`src/rtl/proc_pkg.sv`:
```
// Shared definitions for the DRAM arbiter: default widths, FSM state and
// access-owner encodings.
package proc_pkg;

   localparam int PROC_ADDR_W = 9;
   localparam int PROC_DATA_W = 16;

   typedef enum logic [1:0] {
      IDLE  = 2'd0,
      ISSUE = 2'd1,
      WAIT  = 2'd2
   } state_t;

   typedef enum logic [1:0] {
      NONE = 2'd0,
      C1   = 2'd1,
      C2   = 2'd2,
      EXT  = 2'd3
   } owner_t;

endpackage

```
`src/rtl/rr_arb2.sv`:
```
// Two-way round-robin picker. grant is combinational from req; the
// last-granted pointer moves only when the caller accepts the grant.
module rr_arb2 (
   input  logic       clock,
   input  logic       reset_n,
   input  logic [1:0] req,
   input  logic       advance,
   output logic [1:0] grant
);

   logic last_c2;

   always_comb begin
      grant = req;
      if (req == 2'b11) begin
         grant = last_c2 ? 2'b01 : 2'b10;
      end
   end

   // Reset to "core 2 went last" so core 1 wins the first tie.
   always_ff @(posedge clock) begin
      if (!reset_n) begin
         last_c2 <= 1'b1;
      end else if (advance && (grant != 2'b00)) begin
         last_c2 <= grant[1];
      end
   end

endmodule

```
`src/rtl/dram_arbiter.sv`:
```
// Shares one synchronous-read DRAM port between two cores and the external
// load/readback path; one access in flight, IDLE -> ISSUE -> WAIT -> IDLE.
module dram_arbiter
   import proc_pkg::*;
#(
   parameter int ADDR_W = PROC_ADDR_W,
   parameter int DATA_W = PROC_DATA_W
) (
   input  logic              clock,
   input  logic              reset_n,
   input  logic              ext_mode,
   input  logic              ext_req,
   input  logic              ext_we,
   input  logic [ADDR_W-1:0] ext_addr,
   input  logic [DATA_W-1:0] ext_wdata,
   output logic [DATA_W-1:0] ext_rdata,
   output logic              ext_done,
   input  logic              c1_req,
   input  logic              c1_we,
   input  logic [ADDR_W-1:0] c1_addr,
   input  logic [DATA_W-1:0] c1_wdata,
   output logic              c1_ack,
   input  logic              c2_req,
   input  logic              c2_we,
   input  logic [ADDR_W-1:0] c2_addr,
   input  logic [DATA_W-1:0] c2_wdata,
   output logic              c2_ack,
   output logic [DATA_W-1:0] c_rdata,
   output logic              mem_en,
   output logic              mem_we,
   output logic [ADDR_W-1:0] mem_addr,
   output logic [DATA_W-1:0] mem_wdata,
   input  logic [DATA_W-1:0] mem_rdata,
   output logic              busy,
   output state_t            dbg_state
);

   // Handshake: a core raises cN_req with we/addr/wdata stable and holds them
   // until cN_ack pulses for one cycle (read data on c_rdata in that cycle);
   // the external path instead starts one access per ext_req rising edge.

   state_t              state;
   owner_t              owner;
   logic                op_rd;
   logic                ext_prev;
   logic                ext_pend;
   logic                ext_edge;
   logic                x_we;
   logic [ADDR_W-1:0]   x_addr;
   logic [DATA_W-1:0]   x_wdata;
   logic [1:0]          core_req;
   logic [1:0]          core_gnt;
   logic                ext_go;
   logic                core_go;
   owner_t              sel_owner;
   logic                sel_we;
   logic [ADDR_W-1:0]   sel_addr;
   logic [DATA_W-1:0]   sel_wdata;

   assign ext_edge  = ext_req & ~ext_prev;
   assign core_req  = {c2_req, c1_req};
   assign ext_go    = (state == IDLE) && ext_mode && (ext_edge || ext_pend);
   assign core_go   = (state == IDLE) && !ext_mode && (core_req != 2'b00);
   assign busy      = (state != IDLE);
   assign dbg_state = state;

   rr_arb2 u_rr (
      .clock   (clock),
      .reset_n (reset_n),
      .req     (core_req),
      .advance (core_go),
      .grant   (core_gnt)
   );

   // A fresh edge carries live inputs; a pending one replays what was latched.
   always_comb begin
      sel_owner = NONE;
      sel_we    = 1'b0;
      sel_addr  = '0;
      sel_wdata = '0;
      if (ext_go) begin
         sel_owner = EXT;
         sel_we    = ext_edge ? ext_we    : x_we;
         sel_addr  = ext_edge ? ext_addr  : x_addr;
         sel_wdata = ext_edge ? ext_wdata : x_wdata;
      end else if (core_go && core_gnt[0]) begin
         sel_owner = C1;
         sel_we    = c1_we;
         sel_addr  = c1_addr;
         sel_wdata = c1_wdata;
      end else if (core_go && core_gnt[1]) begin
         sel_owner = C2;
         sel_we    = c2_we;
         sel_addr  = c2_addr;
         sel_wdata = c2_wdata;
      end
   end

   always_ff @(posedge clock) begin
      if (!reset_n) begin
         state     <= IDLE;
         owner     <= NONE;
         op_rd     <= 1'b0;
         ext_prev  <= 1'b0;
         ext_pend  <= 1'b0;
         x_we      <= 1'b0;
         x_addr    <= '0;
         x_wdata   <= '0;
         mem_en    <= 1'b0;
         mem_we    <= 1'b0;
         mem_addr  <= '0;
         mem_wdata <= '0;
         c1_ack    <= 1'b0;
         c2_ack    <= 1'b0;
         ext_done  <= 1'b0;
         ext_rdata <= '0;
         c_rdata   <= '0;
      end else begin
         c1_ack   <= 1'b0;
         c2_ack   <= 1'b0;
         ext_done <= 1'b0;
         ext_prev <= ext_req;
         if (ext_edge) begin
            x_we    <= ext_we;
            x_addr  <= ext_addr;
            x_wdata <= ext_wdata;
         end
         if (ext_edge && (state != IDLE)) begin
            ext_pend <= 1'b1;
         end
         case (state)
            IDLE: begin
               if (sel_owner != NONE) begin
                  owner     <= sel_owner;
                  op_rd     <= ~sel_we;
                  mem_en    <= 1'b1;
                  mem_we    <= sel_we;
                  mem_addr  <= sel_addr;
                  mem_wdata <= sel_wdata;
                  state     <= ISSUE;
                  if (sel_owner == EXT) begin
                     ext_pend <= 1'b0;
                  end
               end else begin
                  mem_en <= 1'b0;
                  mem_we <= 1'b0;
               end
            end
            ISSUE: begin
               mem_en <= 1'b0;
               mem_we <= 1'b0;
               state  <= WAIT;
            end
            WAIT: begin
               case (owner)
                  C1: begin
                     c1_ack <= 1'b1;
                     if (op_rd) c_rdata <= mem_rdata;
                  end
                  C2: begin
                     c2_ack <= 1'b1;
                     if (op_rd) c_rdata <= mem_rdata;
                  end
                  EXT: begin
                     ext_done <= 1'b1;
                     if (op_rd) ext_rdata <= mem_rdata;
                  end
                  default: ;
               endcase
               owner <= NONE;
               state <= IDLE;
            end
            default: state <= IDLE;
         endcase
      end
   end

endmodule

```
`config.mk`:
```
export PLATFORM = sky130hd
export DESIGN_NAME = dram_arbiter
export DESIGN_NICKNAME = d
export VERILOG_FILES = /design/src/rtl/proc_pkg.sv /design/src/rtl/rr_arb2.sv /design/src/rtl/dram_arbiter.sv
export SDC_FILE = /design/constraint.sdc
export NUM_CORES = 1
export LEC_CHECK = 0
export CORE_MARGIN = 1.5
export CORE_UTILIZATION = 45
export DETAILED_ROUTE_END_ITERATION = 8
export PLACE_DENSITY = 0.86
export SETUP_SLACK_MARGIN = 0.5
export SLEW_MARGIN = 15
export SYNTH_ARGS = -nofsm -noshare
export SYNTH_HDL_FRONTEND = slang
export SYNTH_SLANG_ARGS = --single-unit
```
`constraint.sdc`:
```
create_clock -name clock -period 5.3 [get_ports clock]
set_input_delay 1.06 -clock clock [delete_from_list [all_inputs] [get_ports clock]]
set_output_delay 1.06 -clock clock [all_outputs]
set_load 0.1 [all_outputs]
```
* Yosys cells after proc, flatten, opt, wreduce, memory -nomap -nowiden
Cells that the tools add are included.
Storage, ports and cells: output and inout port bits 65, bits of input ports 100, memories 0, latch bits 0, memory bits (writable) 0, word-level logic and storage cells 84, bits in registers 96, bits in read-only memories 0
Operators by class: add/subtract/negate cells 0, $mul 0, $lt $le $gt $ge 0, bitwise logic cells 3, shift operators 0, muxes and demuxes 32, divide/modulo/power cells 0, eq/ne operators 8, reduce and logical (&&, ||, !) cells 23
Operator list (number):
- $mux W16 | 4
- $mux W9 | 4
- $mux W2 | 7
- $mux W1 | 13
- $reduce_bool A2 Y1 | 6
- $eq A2 B2 Y1 const B | 5
- $logic_and A1 B1 Y1 | 8
- $pmux W2 S2 | 2
- $reduce_and A2 Y1 | 3
- $reduce_and A3 Y1 | 2
- $eq A2 B1 Y1 const B | 2
- $pmux W1 S2 | 2
- $logic_not A2 Y1 | 1
- $ne A2 B1 Y1 const B | 1
- $not A1 Y1 | 2
- $reduce_or A2 Y1 | 1
- $and A1 B1 Y1 | 1
- $logic_not A1 Y1 | 1
- $logic_or A1 B1 Y1 | 1

* Logic depth before layout (Yosys ltp)
word-level depth 11, gate-level depth with buffers 8, gate-level depth less buffers 5

* By module
From an unflattened synthesis, not the netlist that was laid out.
Unflattened totals: cell total of the unflattened synthesis 408, area total of the unflattened synthesis 3987.6 µm²
By module, submodules not included:
- dram_arbiter | area each 3928.8 µm², instances 1, sequential area each 1901.8 µm², cells an instance 401
- rr_arb2 | area each 58.8 µm², instances 1, sequential area each 20.0 µm², cells an instance 7

* Worst setup path before layout
OpenSTA, ideal clock, no wires.
path kind reg2out, start register state[1], in the netlist dbg_state[1], end output port busy, data required time 4.240 ns, data arrival time 1.833 ns, slack 2.407 ns, stages on the path, launching flop included 3, cells stage by stage dfxtp_1 nor2_1 inv_1
Between the ends: word-level cells in the longest chain between the ends 1
RTL lines:
- from (decl) | line dram_arbiter.sv:42 | state_t state;
- from (signal assigned) | line dram_arbiter.sv:101 | state <= IDLE;
- from (signal assigned) | line dram_arbiter.sv:140 | state <= ISSUE;
- from (signal assigned) | line dram_arbiter.sv:152 | state <= WAIT;
- $reduce_bool A2 Y1 | line dram_arbiter.sv:64 | assign busy = (state != IDLE);
- to (decl) | line dram_arbiter.sv:34 | output logic busy,
No other way between the ends.

* Final worst setup path
start input port ext_req, end register mem_addr[7]
Between the ends: word-level cells in the longest chain between the ends 6, elaborated cells on any way between the ends 8, those cells by class 3 x mux; 1 x bitwise; 4 x reduce/logical
RTL lines:
- from (decl) | line dram_arbiter.sv:12 | input logic ext_req,
- $and A1 B1 Y1 (*) | line dram_arbiter.sv:60 | assign ext_edge = ext_req & ~ext_prev;
- $logic_or A1 B1 Y1 | line dram_arbiter.sv:62 | assign ext_go = (state == IDLE) && ext_mode && (ext_edge || ext_pend);
- $logic_and A1 B1 Y1 | line dram_arbiter.sv:62
- $mux W2 | line dram_arbiter.sv:81 | if (ext_go) begin
- $reduce_bool A2 Y1 | line dram_arbiter.sv:133 | if (sel_owner != NONE) begin
- $reduce_and A2 Y1 (no source line)
- to (signal assigned) | line dram_arbiter.sv:138 | mem_addr <= sel_addr;
- to (decl) | line dram_arbiter.sv:31 | output logic [ADDR_W-1:0] mem_addr,
Every way passes the cells marked *; elsewhere a longest branch is shown, timed or not. A chain may end at the register's enable or synchronous reset.

==> impl_metrics.yaml <==
outcome:
  outcome: "completed"
clock_tree:
  cts_tree: "yes"
  cts_root_buf: "clkbuf_8"
  clock-sinks: 96
  post_cts_buffers: 0
  path_clk_slew_ns: 0.08
  cts_resized: 0
  numCtsBuffers: 9
  cts_hold_buffers: 0
  max-clock-path-buffers: 2
  htree_levels: 3
  clock_latency_ns: 0.34
layout:
  fin_cells: 651
  syn_to_final_growth_pct: 48.8
  drive_gt1_share_pct: 4.95
  final_nets: 645
  diodes: 0
  fin_util_pct: 69.0
timing:
  holdWs_ns: 0.456
  finalHoldViolations: 0
  finalSetupViolCount: 0
  final.setup.tns_ns: 0
  fin_crit_sh_pct: 66.4
  rsz0062_at_grt: "false"
  tightest_slew_ns: 1.05
  period_needed_ns: 3.52
  max_freq_mhz: 284
  slew_viol_final: 0
  slew_headroom_pct: 30.0
  fin_skew_ns: 0.00943
die:
  core-area_um2: 8220
  die_height_um: 95
  ios: 165
  dieArea_um2: 9030
  initial_core_util_pct: 46.4
  fp.dieW_um: 95
  rows: 33
route:
  via_count: 3531
  ant_nets: 0
  met3WireLength_um: 869
  drtIter0Drc: 171
  drt_pass1_iterations: 5
  wire_per_inst_um: 15.9
  drt-met1-wl_um: 4210
  drt_wl_total_um: 10400
  topRoutingLayerUsed: "met4"
  wl_met2_um: 5110
  drc: 0
  viasPerCell: 5.42
setup_path:
  max_stage_delay_ns: 0.88
  cp-start-kind: "primary input"
  cpLargestDelayFamily: "compound AO/OA/AOI/OAI gates"
  crit_start: "ext_req"
  r2r_start: "dbg_state[1]$_SDFFE_PN0P_"
  slowest_stage: "o31a_1"
  worstPathRequired_ns: 5.58
  crit_arrival_ns: 3.79
  cp_max_fo: 28
  end_kind: "flip-flop"
  worstSetupPathType: "in2reg"
  cp_num_buf_inv: 2
  path_cells: "clkdlybuf4s50_1 -> nor2b_4 -> buf_4 -> o211a_2 -> o31a_1 -> a32o_1"
synthesis:
  ys_seq_elements: 96
  seq_area_frac_synth_pct: 50.5
  avgSynthCellArea_um2: 9.62
  synth_nets: 499
  ys_types: 33
  yosys_warnings: 0
  postSynthCellCount: 396
  syn_area_um2: 3810
power_and_ir_drop:
  p_per_area_nw_per_um2: 307
  power.share.switching_pct: 28.7
  intPower_mw: 1.24
  peakVddDrop_mv: 0.177
  sequentialPowerShare_pct: 44.6
  power.static_leakage_nw: 2.08
  pwr-share-clk_pct: 31.6
  comb_power_share_pct: 23.7
  power_switching_mw: 0.498
flow_run:
  maxCapViolCount: 0
grt:
  overflow: 0
  grt_max_degree: 62
  grt_usage_pct: 23.3
  antenna_found_initial: 0
  grt_pass1_vias: 3503
  grt_pass1_wl_um: 16200
hold_path:
  hp-start: "c_rdata[9]$_SDFFE_PN0P_"
  hp-class: "reg2reg"
placement:
  dp_hpwl_um: 7690
  port_buffers: 164
  dp_cells: 635
  gp_congestion: 0.836
path summary, 6_finish.rpt:
kind	to	slack, ns	cells past startpoint
hold / removal	c_rdata[9]$_SDFFE_PN0P_	0.46	2
setup reg to reg	mem_addr[7]$_SDFFE_PN0P_	2.64	4
setup / recovery	mem_addr[7]$_SDFFE_PN0P_	1.78	6
hold reg to reg	c_rdata[9]$_SDFFE_PN0P_	0.46	2
placed cells by master, fill, tap and decap left out, types with 2 or more instances in the layout:
cell             netlist  final
o31a_1                 3      3
nor2_1                27     27
and3_1                 4      4
a22oi_1                2      2
or4b_4                 2      2
a32o_1                25     25
clkbuf_1              16      2
mux2i_1               25     25
clkbuf_8               0     10
buf_4                  0      4
nor3_1                 2      2
bufinv_16              0      3
inv_1                  4      4
clkdlybuf4s50_1        0    164
nand2_1               93     93
ha_1                   3      3
a21oi_4                2      2
a221o_1               25     25
dfxtp_1               96     96
and2_1                 2      2
a21oi_1               32     32
cell families after synthesis:
kind of cell    after synthesis  share of synthesized area (%)
flops                        96                           50.5
mux                          26                           6.87
buf+inv                      39                           5.91
compound gates               93                           20.1
simple gates                139                           15.6
fa+ha+maj                     3                          0.986
power by group through the flow:
| stage | Combinational (mW) | Sequential (mW) | Clock (mW) |
|---|---|---|---|
| 6_report | 0.412 | 0.776 | 0.550 |
| 5_1_grt | 0.433 | 0.780 | 0.595 |
| 3_5_place_dp | 0.410 | 0.793 | 0 |
| 3_3_place_gp | 0.403 | 0.792 | 0 |
| 2_1_floorplan | 0.141 | 0.920 | 0 |
| 4_1_cts | 0.412 | 0.776 | 0.562 |
cell usage after synthesis, drive strengths merged:
master / count / area, um2
dfxtp: 96 / 1920
nand2: 93 / 349
a21oi: 34 / 193
nor2: 27 / 101
a221o: 25 / 250
a32o: 25 / 250
mux2i: 25 / 250
buf: 18 / 146
clkbuf: 16 / 60.1
and3: 4 / 25.0
inv: 4 / 15.0
ha: 3 / 37.5
o31a: 3 / 26.3
a22oi: 2 / 15.0
and2: 2 / 12.5
nor2b: 2 / 12.5
nor3: 2 / 10.0
or4b: 2 / 27.5
a31o: 1 / 8.76
a31oi: 1 / 6.26
and3b: 1 / 8.76
and4: 1 / 8.76
clkinv: 1 / 3.75
mux2: 1 / 11.3
nand3: 1 / 5.00
nand3b: 1 / 7.51
nor3b: 1 / 7.51
nor4: 1 / 12.5
o211a: 1 / 10.0
o211ai: 1 / 7.51
or4: 1 / 7.51
stage by stage:
step	worst slack, ns	power (mW)	instance area [um2]
after floorplan	2.41	1.06	3810
after global placement	1.54	1.19	5420
after detailed placement	1.43	1.20	5420
after CTS	1.78	1.75	5660
after global routing	1.61	1.81	5670
final	1.78	1.74	5670
routing by layer:
metal	up-vias	GRT usage [%]
met3	16	5.80
met2	173	41.5
met4	0	8.83
li1	1706	-
met5	-	0
met1	1636	26.7
sequential cells by signal, summed over array words and instances, names as in the netlist:
register      cells
op_rd             1
ext_rdata        16
c2_ack            1
mem_addr          9
x_we              1
x_addr            9
mem_en            1
mem_wdata        16
x_wdata          16
dbg_state         2
ext_pend          1
mem_we            1
u_rr.last_c2      1
ext_prev          1
owner             2
ext_done          1
c_rdata          16
c1_ack            1
area by class of cell:
class	count	area (um2)
fill	616	2550
sequential	96	1920
timing repair buffer	169	1680
multi-input combinational	261	1680
clock buffer	12	145
tap	105	131
clock inverter	3	90.1
inverter	5	18.8
worst reg2reg max path, cell delays in order (launching register included):
cell and delay [ns]:
dfxtp_1 0.38, or4b_4 0.56, a21oi_4 0.44, o31a_1 0.92
a32o_1 0.30
(Power assumes the default switching activity.)
